`src/rtl/uart_deserialize.sv`:
```
// UART receiver: 2-flop synchronizer, mid-bit sampling FSM, 8N1 frames or 8E1 frames
// when built with `define UART_PARITY_EN.
module uart_deserialize #(
  parameter int CLKS_PER_BIT = 16
) (
  input  logic       clock,
  input  logic       reset_n,
  input  logic       rx_serialized,
  output logic [7:0] data,
  output logic       data_valid,
  output logic       parity_error,
  output logic       framing_error,
  output logic       busy
);

  localparam int CW = $clog2(CLKS_PER_BIT);
  localparam logic [CW-1:0] CNT_LAST = CW'(CLKS_PER_BIT - 1);
  localparam logic [CW-1:0] CNT_MID  = CW'(CLKS_PER_BIT / 2 - 1);
  localparam logic [CW-1:0] CNT_ONE  = CW'(1);

  localparam logic [2:0] IDLE      = 3'd0;
  localparam logic [2:0] START     = 3'd1;
  localparam logic [2:0] DATA      = 3'd2;
`ifdef UART_PARITY_EN
  localparam logic [2:0] PARITY    = 3'd3;
`endif
  localparam logic [2:0] STOP      = 3'd4;
  localparam logic [2:0] WAIT_IDLE = 3'd5;

  logic          sync1_q, sync1_d;
  logic          sync2_q, sync2_d;
  logic          rx_s;
  logic [2:0]    state_q, state_d;
  logic [CW-1:0] cnt_q, cnt_d;
  logic [2:0]    bit_idx_q, bit_idx_d;
  logic [7:0]    shift_q, shift_d;
  logic [7:0]    data_q, data_d;
  logic          data_valid_q, data_valid_d;
  logic          framing_error_q, framing_error_d;
  logic          bit_end;
`ifdef UART_PARITY_EN
  logic          par_bit_q, par_bit_d;
  logic          parity_error_q, parity_error_d;
`endif

  assign rx_s    = sync2_q;
  assign bit_end = (cnt_q == CNT_LAST);

  always_comb begin
    sync1_d         = rx_serialized;
    sync2_d         = sync1_q;
    state_d         = state_q;
    cnt_d           = cnt_q;
    bit_idx_d       = bit_idx_q;
    shift_d         = shift_q;
    data_d          = data_q;
    data_valid_d    = 1'b0;
    framing_error_d = framing_error_q;
`ifdef UART_PARITY_EN
    par_bit_d       = par_bit_q;
    parity_error_d  = parity_error_q;
`endif

    case (state_q)
      IDLE: begin
        if (!rx_s) begin
          state_d = START;
          cnt_d   = '0;
        end
      end

      // Half a bit in: confirms a real start bit and aligns later samples to mid-bit.
      START: begin
        if (cnt_q == CNT_MID) begin
          if (rx_s) begin
            state_d = IDLE;
          end else begin
            state_d   = DATA;
            cnt_d     = '0;
            bit_idx_d = '0;
          end
        end else begin
          cnt_d = cnt_q + CNT_ONE;
        end
      end

      DATA: begin
        if (bit_end) begin
          cnt_d     = '0;
          shift_d   = {rx_s, shift_q[7:1]};
          bit_idx_d = bit_idx_q + 3'd1;
          if (bit_idx_q == 3'd7) begin
`ifdef UART_PARITY_EN
            state_d = PARITY;
`else
            state_d = STOP;
`endif
          end
        end else begin
          cnt_d = cnt_q + CNT_ONE;
        end
      end

`ifdef UART_PARITY_EN
      PARITY: begin
        if (bit_end) begin
          cnt_d     = '0;
          par_bit_d = rx_s;
          state_d   = STOP;
        end else begin
          cnt_d = cnt_q + CNT_ONE;
        end
      end
`endif

      // Frame is delivered with its flags regardless of errors; a low stop bit
      // parks in WAIT_IDLE so a break yields exactly one frame.
      STOP: begin
        if (bit_end) begin
          cnt_d           = '0;
          data_d          = shift_q;
          data_valid_d    = 1'b1;
          framing_error_d = ~rx_s;
`ifdef UART_PARITY_EN
          parity_error_d  = ^{shift_q, par_bit_q};
`endif
          state_d         = rx_s ? IDLE : WAIT_IDLE;
        end else begin
          cnt_d = cnt_q + CNT_ONE;
        end
      end

      WAIT_IDLE: begin
        if (rx_s) state_d = IDLE;
      end

      default: state_d = IDLE;
    endcase
  end

  always_ff @(posedge clock or negedge reset_n) begin
    if (!reset_n) begin
      sync1_q         <= 1'b1;
      sync2_q         <= 1'b1;
      state_q         <= IDLE;
      cnt_q           <= '0;
      bit_idx_q       <= '0;
      shift_q         <= '0;
      data_q          <= 8'h00;
      data_valid_q    <= 1'b0;
      framing_error_q <= 1'b0;
`ifdef UART_PARITY_EN
      par_bit_q       <= 1'b0;
      parity_error_q  <= 1'b0;
`endif
    end else begin
      sync1_q         <= sync1_d;
      sync2_q         <= sync2_d;
      state_q         <= state_d;
      cnt_q           <= cnt_d;
      bit_idx_q       <= bit_idx_d;
      shift_q         <= shift_d;
      data_q          <= data_d;
      data_valid_q    <= data_valid_d;
      framing_error_q <= framing_error_d;
`ifdef UART_PARITY_EN
      par_bit_q       <= par_bit_d;
      parity_error_q  <= parity_error_d;
`endif
    end
  end

  assign data          = data_q;
  assign data_valid    = data_valid_q;
  assign framing_error = framing_error_q;
  assign busy          = (state_q != IDLE);
`ifdef UART_PARITY_EN
  assign parity_error  = parity_error_q;
`else
  assign parity_error  = 1'b0;
`endif

endmodule

```
`config.mk`:
```
export PLATFORM = sky130hd
export DESIGN_NAME = uart_deserialize
export DESIGN_NICKNAME = d
export VERILOG_FILES = /design/src/rtl/uart_deserialize.sv
export SDC_FILE = /design/constraint.sdc
export NUM_CORES = 1
export LEC_CHECK = 0
export ABC_AREA = 1
export CAP_MARGIN = 40
export CORE_UTILIZATION = 40
export CTS_CLUSTER_SIZE = 30
export DETAILED_ROUTE_END_ITERATION = 6
export PLACE_DENSITY = 0.61
export SLEW_MARGIN = 20
export SYNTH_ARGS = -nofsm -noshare
export SYNTH_HDL_FRONTEND = slang
export SYNTH_SLANG_ARGS = --single-unit
```
`constraint.sdc`:
```
create_clock -name clock -period 1.6 [get_ports clock]
set_input_delay 0.16 -clock clock [delete_from_list [all_inputs] [get_ports clock]]
set_output_delay 0.16 -clock clock [all_outputs]
set_load 0.01 [all_outputs]
```
Yosys cells after proc, flatten, opt, wreduce, memory -nomap -nowiden
Cells that the tools add are included.
{"block": "word_totals", "register_bits": 30, "input_bits": 3, "out_inout_bits": 12}
{"block": "op_classes", "add_sub_neg": 2, "n_eq_ne": 14, "n_mux": 19, "bitwise": 1, "n_reduce_logical": 9}
{"operator": "$mux W3", "n": 10}
{"operator": "$pmux W3 S5", "n": 1}
{"operator": "$ne A2 B2 Y1 const B", "n": 7}
{"operator": "$mux W4", "n": 3}
{"operator": "$pmux W4 S3", "n": 1}
{"operator": "$eq A3 B3 Y1 const B", "n": 3}
{"operator": "$pmux W3 S2", "n": 1}
{"operator": "$reduce_and A6 Y1", "n": 1}
{"operator": "$reduce_bool A3 Y1", "n": 2}
{"operator": "$add A4 B1 Y4 const B", "n": 1}
{"operator": "$eq A4 B3 Y1 const B", "n": 1}
{"operator": "$eq A4 B4 Y1 const B", "n": 1}
{"operator": "$reduce_and A2 Y1", "n": 2}
{"operator": "$reduce_and A4 Y1", "n": 1}
{"operator": "$add A3 B1 Y3 const B", "n": 1}
{"operator": "$eq A3 B1 Y1 const B", "n": 1}
{"operator": "$eq A3 B2 Y1 const B", "n": 1}
{"operator": "$logic_not A3 Y1", "n": 1}
{"operator": "$mux W1", "n": 2}
{"operator": "$mux W2", "n": 1}
{"operator": "$reduce_bool A2 Y1", "n": 1}
{"operator": "$reduce_or A2 Y1", "n": 1}
{"operator": "$not A1 Y1", "n": 1}

Longest topological paths before layout
Gate-level depths: netlist of the first run.
{"block": "depth", "depth_word": 4, "depth_mapped": 9}

Worst setup path before layout of the first run
No wires, ideal clock.
{"block": "synth_timing", "kind": "register to register", "from": "register cnt_q[0]", "to": "register data_q[7], in the netlist data[7]", "setup_time_ns": 0.125, "t_arrival_ns": 1.378, "setup_slack_ns": 0.097, "stages_incl_launch_ff": 8, "period_less_slack_ns": 1.503, "path_cell_list": "dfrtp_1 -> ha_1 -> nand2_2 -> nor2_4 -> inv_2 -> nor2_8 -> buf_8 -> mux2_4"}
{"block": "synth_between", "elab_chain_cells": 2}
{"element": "start: declaration", "line": "34", "rtl": "logic [CW-1:0] cnt_q, cnt_d;"}
{"element": "start signal: assignment", "line": "160", "rtl": "cnt_q <= cnt_d;"}
{"element": "$eq A4 B4 Y1", "line": "47", "rtl": "assign bit_end = (cnt_q == CNT_LAST);"}
{"element": "$reduce_and A2 Y1 (no line)"}
{"element": "end signal: assignment", "line": "163", "rtl": "data_q <= data_d;"}
{"element": "end: declaration", "line": "37", "rtl": "logic [7:0] data_q, data_d;"}
No other way between the ends.
A chain may end at the register's enable or synchronous reset.

Worst setup path in the final report of the first run
{"block": "layout_timing", "from": "register cnt_q[1]", "to": "register framing_error_q, in the netlist framing_error"}
{"block": "layout_between", "elab_chain_cells": 2}
{"element": "$eq A4 B4 Y1", "line": "47"}
{"element": "$reduce_and A2 Y1 (no line)"}
{"element": "end signal: assignment", "line": "165", "rtl": "framing_error_q <= framing_error_d;"}
{"element": "end: declaration", "line": "39", "rtl": "logic framing_error_q, framing_error_d;"}
No other way between the ends.

==> metrics.md, run 1 <==
| Metric | Value |
|---|---|
| Fin. Hold Viols | `0` |
| Startpoint Class | `register` |
| Clock slew at reported path FFs | `90 ps` |
| Final worst-path cycle share | `94.6%` |
| Cells after DPL | `220` |
| PD cells | `1350 nW/um^2` |
| Starting density of the core | `42.3%` |
| Sequential Power Share | `38.9%` |
| Logic pwr share | `42.0%` |
| Leak Pwr | `0.895 nW` |
| Port Buffers | `13` |
| Post-Route Skew | `12.9 ps` |
| Longest Clk Path Bufs | `2` |
| Core footprint | `3390 um^2` |
| Top cell type's share of synthesized area | `48.9%` |
| Peak supply drop | `0.574 mV` |
| First-pass GRT wire length | `4.55 mm` |
| Initial antenna violation count | `0` |
| RSZ-0062 raised after global routing | `false` |
| GRT overflow | `0` |
| Sum of negative setup slack | `0 ps` |
| Reg2Reg Depth | `6` |
| Post-route insts no fill | `234` |
| Max-cap violations | `0` |
| Die height | `61.9 um` |
| Average routed wire per standard cell | `11.7 um` |
| Post-synthesis sequential area ratio | `52.5%` |
| Htree depth | `2` |
| GRT Resource Usage Total | `16.9%` |
| Routing usage on met1 | `21.2%` |
| Syn Area/Cell | `9.08 um^2` |
| Final min period | `1510 ps` |
| Ys Warns | `0` |
| Netlist cell types | `26` |
| Final Power | `2.38 mW` |
| Largest net degree at the start of global routing | `31` |
| Int Pwr | `1.44 mW` |
| Die area | `3830 um^2` |
| Final-stage net count | `193` |
| Pre-antenna DRT Iters | `4` |
| Fillers | `320` |
| Clock share of power | `19.1%` |
| Die X | `61.9 um` |
| Leading area contributor after synthesis | `dfrtp_1` |
| # diodes | `0` |
| Mapped Nets | `164` |
| Count leader, synth | `nand2_1` |
| Top FF cell, synth | `dfrtp_1` |
| R2r startpoint | `cnt_q[1]` |
| Final wirelength | `2.75 mm` |
| Switching power | `0.941 mW` |
| Hold slack final | `206 ps` |
| Post-route ant nets | `0` |
| Asr flop ratio synth | `100%` |
| CP Capture Type | `register` |
| Skew-Pair Late Insertion Delay | `320 ps` |
| Crit path launch | `cnt_q[1]` |
| Root buffer cell | `clkbuf_4` |
| Worst Path Required | `1810 ps` |
| Crit-path max FO | `8` |
| Number of global-route vias before repair | `1032` |
| Placer Congestion | `0.831` |
| Switching share of total power | `39.5%` |
| Met2 usage | `26.6%` |
| Final core occ | `51.9%` |
| Post-synth EDFFs | `0` |
| Share of cells above drive strength 1 | `21.3%` |
| Post-synth top cells | `nand2_1 (42), dfrtp_1 (28), inv_1 (16), o21ai_0 (15), nor2_1 (11)` |
| Yosys reg bits | `30` |
| Num rows | `21` |
| Dpl hpwl | `1.94 mm` |
| Reg2Reg Setup Slack | `90 ps` |
| Area post-placement | `1640 um^2` |
| Gr busiest metal | `met2` |
| Met3 Usage GRT | `5.80%` |
| Synth Cell Area | `1430 um^2` |
| Cell count after synthesis | `158` |
| Achievable Freq | `661 MHz` |
| Vias per cell | `4.81` |
| CP arrival | `1720 ps` |
| DRC | `0` |
| Reg-to-reg endpoint | `framing_error` |
| Area grow syn2layout | `22.8%` |
| Status | `finished clean` |
| Vias | `1125` |
| Ports | `15` |
| Clock sinks | `30` |
| Setup Viol. Count Final | `0` |
| Hold Crit Class | `primary input to async pin` |
| Design area | `1760 um^2` |
| Final Max Slew Viols | `0` |
| WS Path Type | `register to register` |
| Number of CTS-inserted buffers | `5` |
| Place WS | `33.9 ps` |
| First DRT Iteration DRCs | `98` |
| Ranking of synthesized cells by area | `dfrtp_1 (49%), nand2_1 (11%), o21ai_0 (5.2%)` |
| Final WS setup | `86.3 ps` |
| CTS tree | `built` |
-- worst max path at each step --
stage                               end  slack, ps  depth (start not counted)
after floorplan                 data[7]        100                          7
after global placement          data[0]        110                          6
after detailed placement  framing_error         30                          6
after CTS                 framing_error         20                          6
after global routing            data[0]          7                          6
final                     framing_error         90                          6
-- cell families (layout without fill, tap and decap cells) --
kind of cell	after synthesis	in the layout	share of synthesized area, %
buf+inv	20	50	6.54
flops	30	30	52.5
compound gates	21	21	8.12
simple gates	78	78	25.7
fa+ha+maj	3	3	2.62
other cells	1	1	0.262
mux	5	5	4.19
-- worst max-delay path, cell delays in order, from the launching register on --
cell     delay [ps]
dfrtp_1         410
ha_4            160
nand2_2          90
nor2_4          120
inv_4            70
nor2_8          180
mux2_2          350
-- routing by layer --
metal	up-vias	part of all wire, %
met5	-	0
met4	0	1.9
li1	564	-
met1	540	47
met3	6	3.1
met2	15	47
-- power groups by stage --
| stage | Combinational [mW] | Sequential (mW) | Clock, mW |
|---|---|---|---|
| floorplan | 0.653 | 0.942 | 0 |
| global placement | 0.870 | 0.949 | 0 |
| detailed placement | 0.889 | 0.949 | 0 |
| CTS | 0.932 | 0.921 | 0.481 |
| global route | 1.14 | 0.935 | 0.513 |
| finish | 1.00 | 0.926 | 0.455 |
-- area by class of cell --
type | count | area (um^2) | share of cell area [%]
Sequential cell | 30 | 753 | 42.8
Clock inverter | 1 | 5.00 | 0.284
Tap cell | 46 | 57.6 | 3.27
Inverter | 17 | 66.3 | 3.77
Clock buffer | 7 | 55.1 | 3.13
Timing Repair Buffer | 25 | 219 | 12.4
Multi-Input combinational cell | 108 | 604 | 34.3
-- what timing repair did --
action                     CTS  global route
pin swaps                    0             2
resized for setup            2             4
gates cloned                 0             0
buffers inserted             2             4
setup endpoints to repair    1            18
hold buffers                 0             0
-- cells in the final DEF, fill, tap and decap left out, types with 3 or more instances in the layout --
| master | count |
|---|---|
| nor2_1 | 9 |
| nand2_1 | 42 |
| mux2_2 | 4 |
| o21ai_0 | 15 |
| dfrtp_1 | 28 |
| clkdlybuf4s50_1 | 12 |
| clkbuf_4 | 5 |
| inv_1 | 16 |
| buf_4 | 12 |
| nand2_2 | 4 |
| nand3_1 | 7 |
| nand4_1 | 7 |
| a21oi_1 | 4 |
| nor2_2 | 3 |
-- state kept, by name, summed over array words and instances (netlist names) --
name and cells:
bit_idx_q 3, cnt_q 4, data 8, data_valid 1, framing_error 1, rx_s 1
shift_q 8, state_q 3, sync1_q 1
Power figures use the tool's default switching activity.
==> inputs of run 2 (changes only) <==
Settings changed: GPL_ROUTABILITY_DRIVEN set to 0.
==> results of run 2 <==
The final DEF is identical to that of run 1; final timing and power are the same.
